$ cat src/rtl/div_signed_pkg.sv
// Shared types and constants for the sequential signed divider.
// The divide-by-zero result fills (quotient -1, remainder 0) are kept here.
package div_signed_pkg;

    typedef enum logic [1:0] {
        IDLE = 2'd0,
        CALC = 2'd1,
        DONE = 2'd2
    } div_state_t;

    localparam logic DBZ_QUOT_FILL = 1'b1;
    localparam logic DBZ_REM_FILL  = 1'b0;

endpackage

$ cat src/rtl/div_signed_step.sv
// One restoring division iteration: shift in the next dividend bit,
// trial-subtract |divisor|, keep the difference or restore.
module div_signed_step #(
    parameter int width = 10
) (
    input  logic [width:0]   prem,
    input  logic             bit_in,
    input  logic [width-1:0] dsr,
    output logic [width:0]   prem_next,
    output logic             q_bit
);

    logic [width:0]   shifted;
    logic [width+1:0] diff;

    always_comb begin
        shifted   = {prem[width-1:0], bit_in};
        // prem stays below dsr, so its MSB is zero; folding it in keeps the subtraction exact
        diff      = {prem[width], shifted} - {2'b00, dsr};
        q_bit     = ~diff[width+1];
        prem_next = q_bit ? diff[width:0] : shifted;
    end

endmodule

$ cat src/rtl/div_signed_seq.sv
// Sequential signed divider, one restoring bit per clock, truncating like '/' and '%'.
// Define DIV_SIGNED_DBZ_EN to add the registered dbz (divide-by-zero) output.
module div_signed_seq
    import div_signed_pkg::*;
#(
    parameter int width = 10
) (
    input  logic                 clk,
    input  logic                 rst,
    input  logic                 in_valid,
    output logic                 in_ready,
    input  logic [2*width-1:0]   dividend,
    input  logic [width-1:0]     divisor,
    output logic                 out_valid,
    input  logic                 out_ready,
    output logic [2*width-1:0]   quotient,
    output logic [width-1:0]     remainder,
`ifdef DIV_SIGNED_DBZ_EN
    output logic                 dbz,
`endif
    output div_state_t           dbg_state
);

    // Handshake: a transfer happens on a rising edge where valid and ready are both 1;
    // in_ready is high only in IDLE, and out_valid plus results hold until out_ready.

    localparam int DW = 2 * width;
    localparam int CW = $clog2(DW + 1);

    div_state_t       state;
    logic [CW-1:0]    cnt;
    logic [DW-1:0]    dvd_mag;
    logic [DW-2:0]    quo_mag;
    logic [DW-1:0]    quo_next;
    logic [width-1:0] dsr_mag;
    logic [width:0]   prem;
    logic [width:0]   prem_next;
    logic             q_bit;
    logic             q_neg;
    logic             r_neg;
    logic [DW-1:0]    dividend_mag;
    logic [width-1:0] divisor_mag;

    assign in_ready  = (state == IDLE);
    assign dbg_state = state;

    // |-2^(DW-1)| wraps to the same bit pattern, which is the correct unsigned magnitude
    always_comb begin
        dividend_mag = dividend[DW-1] ? -dividend : dividend;
        divisor_mag  = divisor[width-1] ? -divisor : divisor;
        quo_next     = {quo_mag, q_bit};
    end

    div_signed_step #(.width(width)) u_step (
        .prem      (prem),
        .bit_in    (dvd_mag[DW-1]),
        .dsr       (dsr_mag),
        .prem_next (prem_next),
        .q_bit     (q_bit)
    );

    always_ff @(posedge clk) begin
        if (rst) begin
            state     <= IDLE;
            out_valid <= 1'b0;
            quotient  <= '0;
            remainder <= '0;
            cnt       <= '0;
            dvd_mag   <= '0;
            quo_mag   <= '0;
            dsr_mag   <= '0;
            prem      <= '0;
            q_neg     <= 1'b0;
            r_neg     <= 1'b0;
`ifdef DIV_SIGNED_DBZ_EN
            dbz       <= 1'b0;
`endif
        end else begin
            case (state)
                IDLE: begin
                    if (in_valid) begin
                        q_neg   <= dividend[DW-1] ^ divisor[width-1];
                        r_neg   <= dividend[DW-1];
                        dvd_mag <= dividend_mag;
                        dsr_mag <= divisor_mag;
                        prem    <= '0;
                        quo_mag <= '0;
                        cnt     <= CW'(DW);
                        if (divisor == '0) begin
                            state     <= DONE;
                            out_valid <= 1'b1;
                            quotient  <= {DW{DBZ_QUOT_FILL}};
                            remainder <= {width{DBZ_REM_FILL}};
`ifdef DIV_SIGNED_DBZ_EN
                            dbz       <= 1'b1;
`endif
                        end else begin
                            state <= CALC;
`ifdef DIV_SIGNED_DBZ_EN
                            dbz   <= 1'b0;
`endif
                        end
                    end
                end
                CALC: begin
                    prem    <= prem_next;
                    dvd_mag <= {dvd_mag[DW-2:0], 1'b0};
                    quo_mag <= quo_next[DW-2:0];
                    cnt     <= cnt - 1'b1;
                    if (cnt == CW'(1)) begin
                        state     <= DONE;
                        out_valid <= 1'b1;
                        quotient  <= q_neg ? -quo_next : quo_next;
                        remainder <= r_neg ? -prem_next[width-1:0] : prem_next[width-1:0];
                    end
                end
                DONE: begin
                    if (out_ready) begin
                        state     <= IDLE;
                        out_valid <= 1'b0;
`ifdef DIV_SIGNED_DBZ_EN
                        dbz       <= 1'b0;
`endif
                    end
                end
                default: state <= IDLE;
            endcase
        end
    end

endmodule
$ cat config.mk
export PLATFORM = sky130hd
export DESIGN_NAME = div_signed_seq
export DESIGN_NICKNAME = d
export VERILOG_FILES = /design/src/rtl/div_signed_pkg.sv /design/src/rtl/div_signed_step.sv /design/src/rtl/div_signed_seq.sv
export SDC_FILE = /design/constraint.sdc
export NUM_CORES = 1
export LEC_CHECK = 0
export ABC_CLOCK_PERIOD_IN_PS = 9500
export BUFFER_PORTS_ARGS = -buffer_cell sky130_fd_sc_hd__buf_2
export CORE_UTILIZATION = 40
export CTS_CLUSTER_DIAMETER = 150
export DETAILED_ROUTE_END_ITERATION = 10
export GPL_TIMING_DRIVEN = 0
export PLACE_DENSITY = 0.68
export SLEW_MARGIN = 10
export SYNTH_ARGS = -nofsm -noshare
export SYNTH_HDL_FRONTEND = slang
export SYNTH_SLANG_ARGS = --single-unit
$ cat constraint.sdc
create_clock -name clk -period 9.5 [get_ports clk]
set_input_delay 0.475 -clock clk [delete_from_list [all_inputs] [get_ports clk]]
set_output_delay 0.475 -clock clk [all_outputs]
set_load 0.01 [all_outputs]
==> flow_metrics.py, run 1 <==
metrics = {
    "status": {
        "status": "finished, final reports clean",
    },
    "power": {
        "intPower_mw": 1.15,
        "pwr-share-seq_pct": 24.9,
        "p_sw_share_pct": 43.9,
        "clkPwrFrac_pct": 18.7,
        "vdd_drop_max_mv": 0.156,
        "p_leak_nw": 2.50,
        "power_switching_mw": 0.898,
        "combPwrFrac_pct": 56.4,
        "power.total_mw": 2.05,
        "power_density_nw_per_um2": 321,
    },
    "floorplanning": {
        "initial_core_util_pct": 41.2,
        "die_x_um": 119,
        "num_rows": 42,
        "dieArea_um2": 14200,
        "core_um2": 13300,
        "boundaryPins": 68,
        "dieHeight_um": 119,
    },
    "cells_and_area": {
        "design.final.nets": 812,
        "layout_common_cells": "dfxtp_1 (100), nor2_1 (81), nand2_1 (74), buf_2 (70), a21oi_1 (52)",
        "n_antenna_cell": 0,
        "final_common_cell": "dfxtp_1",
        "fin_cells": 942,
        "syn_to_final_growth_pct": 15.8,
        "drive_above_1_share_pct": 13.6,
        "final_util_pct": 47.8,
    },
    "drt": {
        "drc": 0,
        "drtIter0Drc": 355,
        "ant_nets": 0,
        "vias": 5041,
        "wl_per_cell_um": 14.9,
        "wirelength_mm": 14.1,
        "drt_pass1_iterations": 5,
        "via_per_inst": 5.35,
    },
    "run": {
        "cap_violations": 0,
    },
    "synth": {
        "ys_async_sr_fraction_pct": 0,
        "synth.yosys.warnings": 0,
        "synth_seq_cells": 100,
        "syn-cell-area_um2": 5510,
        "ys_types": 59,
        "yosysSeqAreaShare_pct": 36.4,
        "synth-edff-count": 0,
        "postSynthCellCount": 683,
        "syn-num-nets": 734,
        "synth_area_per_cell_um2": 8.06,
        "synth_ff_type": "dfxtp_1",
    },
    "critical_path": {
        "cpPeakStageDelay_ns": 0.49,
        "cp_slowest_cell": "or3b_2",
        "path_common_cell": "ha_1",
        "crit_fanout": 10,
        "reg2reg_depth": 15,
        "cp-start-kind": "flip-flop",
        "cp.arrival_ns": 4.27,
        "crit_required_ns": 9.71,
        "path_cells": "ha_1, a21o_1, a211o_1, o21ai_2, nand2_2, xor2_2, buf_4, inv_1, ha_1, or3b_2, or2_1, o41ai_1, xnor2_1, o22ai_1, nor2_1",
        "r2r-start": "prem[3]",
        "end_kind": "flip-flop",
        "reg2reg_to": "quotient[14]",
        "ff2ff_setup_slack_ns": 5.44,
        "critPathLaunch": "prem[3]",
        "endpoint": "quotient[14]",
        "path_class": "reg -> reg",
    },
    "global_route": {
        "grt_use_total_pct": 20.5,
        "grt_pass1_vias": 4686,
        "overflow": 0,
        "grt_first_pass_wirelength_mm": 23.1,
        "antenna_found_initial": 0,
        "grt_start_max_net_pins": 16,
    },
    "clock_tree": {
        "cts_hold_buf": 0,
        "clockRootBuffer": "clkbuf_16",
        "cts_tree": "built",
        "clk-insertion-delay-late_ns": 0.35,
        "cts.sinks": 100,
        "cts_made_buffers": 9,
        "cts_resized": 0,
        "clk_pin_slew_ns": 0.07,
        "htree_levels": 3,
        "cts_buffer_depth": 2,
        "cts_setup_buffers": 0,
    },
    "sta": {
        "layout_setup_ws_ns": 5.44,
        "period_minus_slack_ns": 4.06,
        "finClkSkew_ns": 0.00910,
        "slew_viol_final": 0,
        "clock.fmax_mhz": 246,
        "maxSlewHeadroom_pct": 50.0,
        "hold_viol": 0,
        "post-route-period-util_pct": 42.8,
        "tightestPinTransition_ns": 0.742,
        "setup_viol_count_final": 0,
        "fin_setup_tns_ns": 0,
        "rsz0062_at_grt": "no",
    },
    "placement": {
        "place_inst": 926,
        "gp_congestion": 0.915,
        "pre_cts_slack_ns": 5.53,
        "dpl.hpwl_mm": 10.5,
        "port-buffer-count": 67,
    },
    "worst_hold_path": {
        "hp-class": "in -> reg",
    },
}
## Yosys cell counts, drive strengths merged, types with 5 or more instances
library cell  count  area (um^2)
or3               9         56.3
ha               16          200
a21oi            52          260
a22oi            17          141
nor4              6         37.5
dfxtp           100         2000
o41ai             5         51.3
a211oi           22          175
a31oi             6         37.5
nand2b            6         37.5
xnor2            32          280
a221oi            7         61.3
o21ai            22          114
o31ai            13          125
or4               6         45.0
clkbuf           36          135
nand3            32          160
nor3             11         55.1
nor2             81          304
buf               8         37.5
nor2b             6         37.5
a22o              6         52.6
inv              26         97.6
xor2             28          253
nand2            75          284
o22ai             7         43.8
mux2i            11          110
## cells by family (layout without fill, tap and decap cells)
logic type | count (synthesis) | in the layout | share of synthesized area [%]
XOR/XNOR | 60 | 60 | 9.68
buffers and inverters | 70 | 153 | 4.91
flip-flops | 100 | 100 | 36.4
adder cells (fa/ha/maj) | 17 | 17 | 4.00
AO/OA/AOI/OAI | 175 | 175 | 22.0
multiplexers | 14 | 14 | 2.61
AND/OR/NAND/NOR | 247 | 247 | 20.4
## per-stage QoR
stage	hold WS (ns)	instance area [um^2]
floorplan	0.432	5510
global placement	0.441	6060
detailed placement	0.460	6060
CTS	0.402	6370
global route	0.421	6370
finish	0.404	6370
## cell type report
type | instances | area (um^2)
Fill cell | 1397 | 6970
Multi-Input combinational cell | 513 | 3230
Sequential cell | 100 | 2000
Timing Repair Buffer | 67 | 335
Clock buffer | 13 | 270
Tap cell | 176 | 220
Buffer | 44 | 173
Inverter | 26 | 97.6
Clock inverter | 3 | 43.8
## layer usage
layer	vias to the layer above	GRT usage (%)	part of all wire (%)
li1	2576	-	-
met1	2327	27.7	49
met2	125	32.6	45
met3	13	4.36	4.8
met4	0	5.94	1.2
met5	-	0	0
## registers in the layout, indices dropped and copies added, names as in the netlist
signal	flops
remainder	10
dvd_mag	20
r_neg	1
quotient	20
out_valid	1
cnt	5
prem	11
quo_mag	19
dbg_state	2
dsr_mag	10
q_neg	1
## worst min-delay path by stage
stage / cells past startpoint / to / slack (ns) / startpoint
2_1_floorplan: 2 / dsr_mag[9] / 0.43 / dsr_mag[9]
3_3_place_gp: 2 / dsr_mag[9] / 0.44 / dsr_mag[9]
3_5_place_dp: 2 / dsr_mag[9] / 0.46 / dsr_mag[9]
4_1_cts: 3 / dvd_mag[0] / 0.40 / dividend[0]
5_1_grt: 3 / dvd_mag[0] / 0.42 / dividend[0]
6_report: 3 / dvd_mag[0] / 0.40 / dividend[0]
## power groups by stage
stage	Clock, mW	Combinational, mW	Sequential [mW]
6_report	0.384	1.15	0.510
5_1_grt	0.410	1.27	0.515
4_1_cts	0.389	1.15	0.509
3_5_place_dp	0	1.14	0.518
3_3_place_gp	0	1.13	0.517
2_1_floorplan	0	0.885	0.509
## critical path: cells and delay by family, from the launching register on
family	cells	cell delay, ns
xor gates and xnor gates	2	0.38
and+or+nand+nor	4	0.99
DFF	1	0.46
buffers and inverters	2	0.36
adders and majority gates	2	0.53
AOI/OAI and AO/OA	5	1.22
(Power assumes the default switching activity.)
==> run 2: changes to the inputs <==
Settings changed: ABC_CLOCK_PERIOD_IN_PS 9500 to 4250.
Clock period 9.5 ns to 4.25 ns, I/O delays scaled along.
==> flow_metrics.py, run 2 (synthesis gave the netlist of run 1 again) <==
metrics = {
    "power": {
        "power.total_mw": 4.58,
        "vdd_drop_max_mv": 0.355,
        "p_leak_nw": 2.51,
        "power_density_nw_per_um2": 717,
    },
    "clock_tree": {
        "cts.sinks": 100,
        "cts_hold_buf": 0,
        "clk_pin_slew_ns": 0.07,
        "cts_made_buffers": 9,
        "clockRootBuffer": "clkbuf_16",
        "cts_tree": "built",
        "clk-insertion-delay-late_ns": 0.35,
        "cts_setup_buffers": 0,
        "cts_buffer_depth": 2,
        "htree_levels": 3,
    },
    "cells_and_area": {
        "final_util_pct": 47.8,
        "regArea_um2": 2000,
        "final_area_um2": 6380,
        "final_common_cell": "dfxtp_1",
        "fill_cells": 1393,
        "multi_input_area_um2": 3240,
        "n_antenna_cell": 0,
        "top_regs": "dvd_mag x20, quotient x20, quo_mag x19",
        "layout_common_cells": "dfxtp_1 (100), nor2_1 (81), nand2_1 (74), buf_2 (70), a21oi_1 (52)",
        "design.final.nets": 812,
        "drive_above_1_share_pct": 13.7,
        "syn_to_final_growth_pct": 15.9,
    },
    "drt": {
        "drtIter0Drc": 295,
        "wirelength_mm": 14.1,
        "drc": 0,
        "ant_nets": 0,
        "vias": 5047,
        "wl_per_cell_um": 15.0,
        "via_per_inst": 5.36,
        "drt_pass1_iterations": 7,
    },
    "critical_path": {
        "endpoint": "quotient[14]",
        "reg2reg_to": "quotient[14]",
        "path_class": "reg -> reg",
        "end_kind": "flip-flop",
        "crit_buf_inv": 2,
        "cp.arrival_ns": 4.19,
        "reg2reg_depth": 15,
        "cp.depth": 15,
        "path_cells": "ha_1, a21o_1, a211o_1, o21ai_2, nand2_2, xor2_2, buf_4, inv_1, ha_1, or3b_2, or2_1, o41ai_2, xnor2_1, o22ai_1, nor2_1",
        "crit_required_ns": 4.46,
        "crit_fanout": 10,
        "ff2ff_setup_slack_ns": 0.28,
        "path_delay_family": "compound AO/OA/AOI/OAI gates",
        "cpPeakStageDelay_ns": 0.49,
        "cp-start-kind": "flip-flop",
        "path_common_cell": "ha_1",
        "r2r-start": "prem[3]",
        "critPathLaunch": "prem[3]",
        "cp_slowest_cell": "or3b_2",
    },
    "floorplanning": {
        "dieHeight_um": 119,
        "core_um2": 13300,
        "num_rows": 42,
        "boundaryPins": 68,
        "die_x_um": 119,
        "dieArea_um2": 14200,
        "initial_core_util_pct": 41.2,
    },
    "sta": {
        "slew_viol_final": 0,
        "tightestPinTransition_ns": 0.696,
        "rsz0062_at_grt": "no",
        "finClkSkew_ns": 0.00940,
        "setup_viol_count_final": 0,
        "maxSlewHeadroom_pct": 53.1,
        "post-route-period-util_pct": 93.5,
        "period_minus_slack_ns": 3.97,
        "clock.fmax_mhz": 252,
        "fin_setup_tns_ns": 0,
        "hold_viol": 0,
        "hold_ws_ns": 0.142,
    },
    "global_route": {
        "grt_start_max_net_pins": 16,
        "grt_use_total_pct": 20.5,
        "antenna_found_initial": 0,
        "grt_first_pass_wirelength_mm": 23.1,
        "grt_pass1_vias": 4686,
        "overflow": 0,
    },
    "placement": {
        "dpl.hpwl_mm": 10.5,
        "port-buffer-count": 67,
        "gp_congestion": 0.915,
        "dpl-instance-area_um2": 6060,
    },
    "worst_hold_path": {
        "hp-class": "in -> reg",
    },
    "run": {
        "cap_violations": 0,
    },
    "status": {
        "status": "finished, final reports clean",
    },
}
run 2: cell counts in the layout (fill, tap and decap cells not counted):
No cell type changed its count.
run 2: what timing repair did:
action / in CTS / in global routing
hold endpoints to repair: 0 / 0
setup endpoints to repair: 0 / 1
resized for setup: 0 / 1
run 2: metrics by stage:
step,setup WS (ns),cells
detailed placement,0.283,926
global route,0.0391,942
finish,0.276,942
global placement,0.305,926
CTS,0.225,942
floorplan,0.767,683
run 2: final cells by class:
type	count	area share, %
Multi-Input combinational cell	513	50.8
Sequential cell	100	31.4
Timing Repair Buffer	67	5.25
Clock buffer	13	4.23
Tap cell	176	3.45
Buffer	44	2.71
Inverter	26	1.53
Clock inverter	3	0.686
run 2: routing by layer:
layer / routed length, um / part of all wire (%) / track usage [%]
met5: 0 / 0 / 0
met4: 204 / 1.4 / 5.94
met3: 694 / 4.9 / 4.36
met2: 6320 / 45 / 32.6
met1: 6870 / 49 / 27.7
run 2: how the worst min path moves through the flow:
| stage | start | end | slack [ns] | cells after the start |
|---|---|---|---|---|
| floorplan | divisor[0] | dsr_mag[0] | 0.35 | 2 |
| global placement | dsr_mag[9] | dsr_mag[9] | 0.44 | 2 |
| detailed placement | dsr_mag[9] | dsr_mag[9] | 0.46 | 2 |
| CTS | dividend[0] | dvd_mag[0] | 0.14 | 3 |
| global route | dividend[0] | dvd_mag[0] | 0.16 | 3 |
| finish | dividend[0] | dvd_mag[0] | 0.14 | 3 |
run 2: power by group:
group	internal (mW)	total, mW	switching (mW)
clock	0.505	0.858	0.353
sequential	1.04	1.14	0.102
combinational	1.03	2.58	1.55
run 2: worst min-delay path, stage by stage:
cell and delay (ns):
buf_2 0.13, nand2_1 0.06, a21oi_1 0.05
==> run 3: changes to the inputs <==
Settings changed: PLACE_DENSITY 0.68 to unset, PLACE_DENSITY_LB_ADDON set to 0.3.
==> flow_metrics.py, run 3 (synthesis gave the netlist of run 1 again) <==
metrics = {
    "critical_path": {
        "crit_fanout": 10,
        "reg2reg_depth": 15,
        "r2r-start": "prem[3]",
        "path_common_cell": "ha_1",
        "ff2ff_setup_slack_ns": 0.23,
        "path_class": "reg -> reg",
        "crit_required_ns": 4.46,
        "cp.arrival_ns": 4.23,
        "reg2reg_to": "quotient[14]",
        "path_cells": "ha_1, a21o_1, a211o_1, o21ai_2, nand2_2, xor2_2, buf_4, inv_1, ha_1, or3b_2, or2_1, o41ai_1, xnor2_1, o22ai_1, nor2_1",
        "end_kind": "flip-flop",
        "cp_slowest_cell": "or3b_2",
        "cpPeakStageDelay_ns": 0.50,
        "cp-start-kind": "flip-flop",
    },
    "cells_and_area": {
        "final_common_cell": "dfxtp_1",
        "drive_above_1_share_pct": 13.6,
        "n_antenna_cell": 0,
        "layout_common_cells": "dfxtp_1 (100), nor2_1 (81), nand2_1 (74), buf_2 (70), a21oi_1 (52)",
        "syn_to_final_growth_pct": 16.4,
        "design.final.nets": 812,
        "top_regs": "dvd_mag x20, quotient x20, quo_mag x19",
        "final_area_um2": 6410,
    },
    "drt": {
        "vias": 5241,
        "wirelength_mm": 15.2,
        "drc": 0,
        "wl_per_cell_um": 16.1,
        "drt_pass1_iterations": 5,
        "ant_nets": 0,
        "via_per_inst": 5.56,
        "drtIter0Drc": 338,
    },
    "floorplanning": {
        "boundaryPins": 68,
        "dieArea_um2": 14200,
        "die_x_um": 119,
        "core_um2": 13300,
        "initial_core_util_pct": 41.2,
        "num_rows": 42,
        "dieHeight_um": 119,
    },
    "global_route": {
        "grt_use_total_pct": 22.0,
        "grt_pass1_vias": 4999,
        "antenna_found_initial": 0,
        "grt_start_max_net_pins": 17,
        "overflow": 0,
        "grt_first_pass_wirelength_mm": 24.8,
    },
    "worst_hold_path": {
        "hp-class": "in -> reg",
        "min_to": "dsr_mag[0]",
        "min_from": "divisor[0]",
        "hold_depth": 3,
    },
    "placement": {
        "gp_congestion": 0.913,
        "dpl-instance-area_um2": 6060,
        "port-buffer-count": 67,
        "dpl.hpwl_mm": 11.4,
        "pre_cts_slack_ns": 0.298,
    },
    "clock_tree": {
        "htree_levels": 3,
        "cts_hold_buf": 0,
        "cts_made_buffers": 9,
        "clockRootBuffer": "clkbuf_16",
        "cts_setup_buffers": 0,
        "cts_buffer_depth": 2,
        "clk_pin_slew_ns": 0.07,
        "cts_tree": "built",
        "clk-insertion-delay-late_ns": 0.35,
        "cts_resized": 0,
        "cts.sinks": 100,
    },
    "sta": {
        "slew_viol_final": 0,
        "post-route-period-util_pct": 94.6,
        "finClkSkew_ns": 0.00999,
        "period_minus_slack_ns": 4.02,
        "rsz0062_at_grt": "no",
        "clock.fmax_mhz": 249,
        "maxSlewHeadroom_pct": 48.0,
        "tightestPinTransition_ns": 0.772,
        "hold_ws_ns": 0.147,
        "setup_viol_count_final": 0,
        "layout_setup_ws_ns": 0.228,
        "fin_setup_tns_ns": 0,
        "hold_viol": 0,
    },
    "power": {
        "pwr-share-seq_pct": 24.2,
        "vdd_drop_max_mv": 0.390,
        "intPower_mw": 2.66,
        "power.total_mw": 4.72,
        "combPwrFrac_pct": 55.5,
        "p_sw_share_pct": 43.7,
        "power_switching_mw": 2.06,
        "power_density_nw_per_um2": 736,
        "p_leak_nw": 2.51,
        "clkPwrFrac_pct": 20.3,
    },
    "run": {
        "cap_violations": 0,
    },
    "status": {
        "status": "finished, final reports clean",
    },
}
-- run 3: power groups by stage --
stage	Clock, mW	Sequential [mW]	Combinational, mW
5_1_grt	1.01	1.16	2.87
6_report	0.958	1.14	2.62
2_1_floorplan	0	1.14	1.98
3_5_place_dp	0	1.16	2.58
4_1_cts	0.967	1.14	2.59
3_3_place_gp	0	1.16	2.54
-- run 3: per-layer routing --
layer	track usage [%]	wire (um)	part of all wire [%]	vias up
met5	0	0	0	-
met3	3.50	767	5.1	19
met1	28.6	7010	46	2488
met2	36.8	7120	47	160
li1	-	-	-	2574
met4	7.58	274	1.8	0
-- run 3: through the flow --
| stage | instances | util (%) |
|---|---|---|
| 2_1_floorplan | 683 | - |
| 3_5_place_dp | 926 | 45.4 |
| 4_1_cts | 942 | 48.0 |
| 3_3_place_gp | 926 | 45.4 |
| 5_1_grt | 942 | 48.0 |
| 6_report | 942 | 48.0 |
-- run 3: area by class of cell --
cell class | count | area [um^2]
Fill cell | 1360 | 6940
Timing Repair Buffer | 67 | 335
Clock inverter | 5 | 106
Tap cell | 176 | 220
Clock buffer | 11 | 243
Multi-Input combinational cell | 513 | 3230
Inverter | 26 | 97.6
Buffer | 44 | 173
Sequential cell | 100 | 2000
-- run 3: worst max path at each step --
| stage | startpoint | cells past startpoint | end |
|---|---|---|---|
| finish | prem[3] | 15 | quotient[14] |
| global route | prem[3] | 15 | quotient[14] |
| CTS | prem[3] | 15 | quotient[14] |
| detailed placement | prem[3] | 15 | quotient[14] |
| global placement | dsr_mag[4] | 16 | quotient[14] |
| floorplan | dsr_mag[4] | 16 | quotient[14] |
-- run 3: critical path: cells and delay by family, from the launching register on --
kind            cells  cell delay (ns)
compound gates      5             1.19
xor+xnor            2             0.36
fa+ha+maj           2             0.55
buf+inv             2             0.36
flops               1             0.44
simple gates        4             1.00
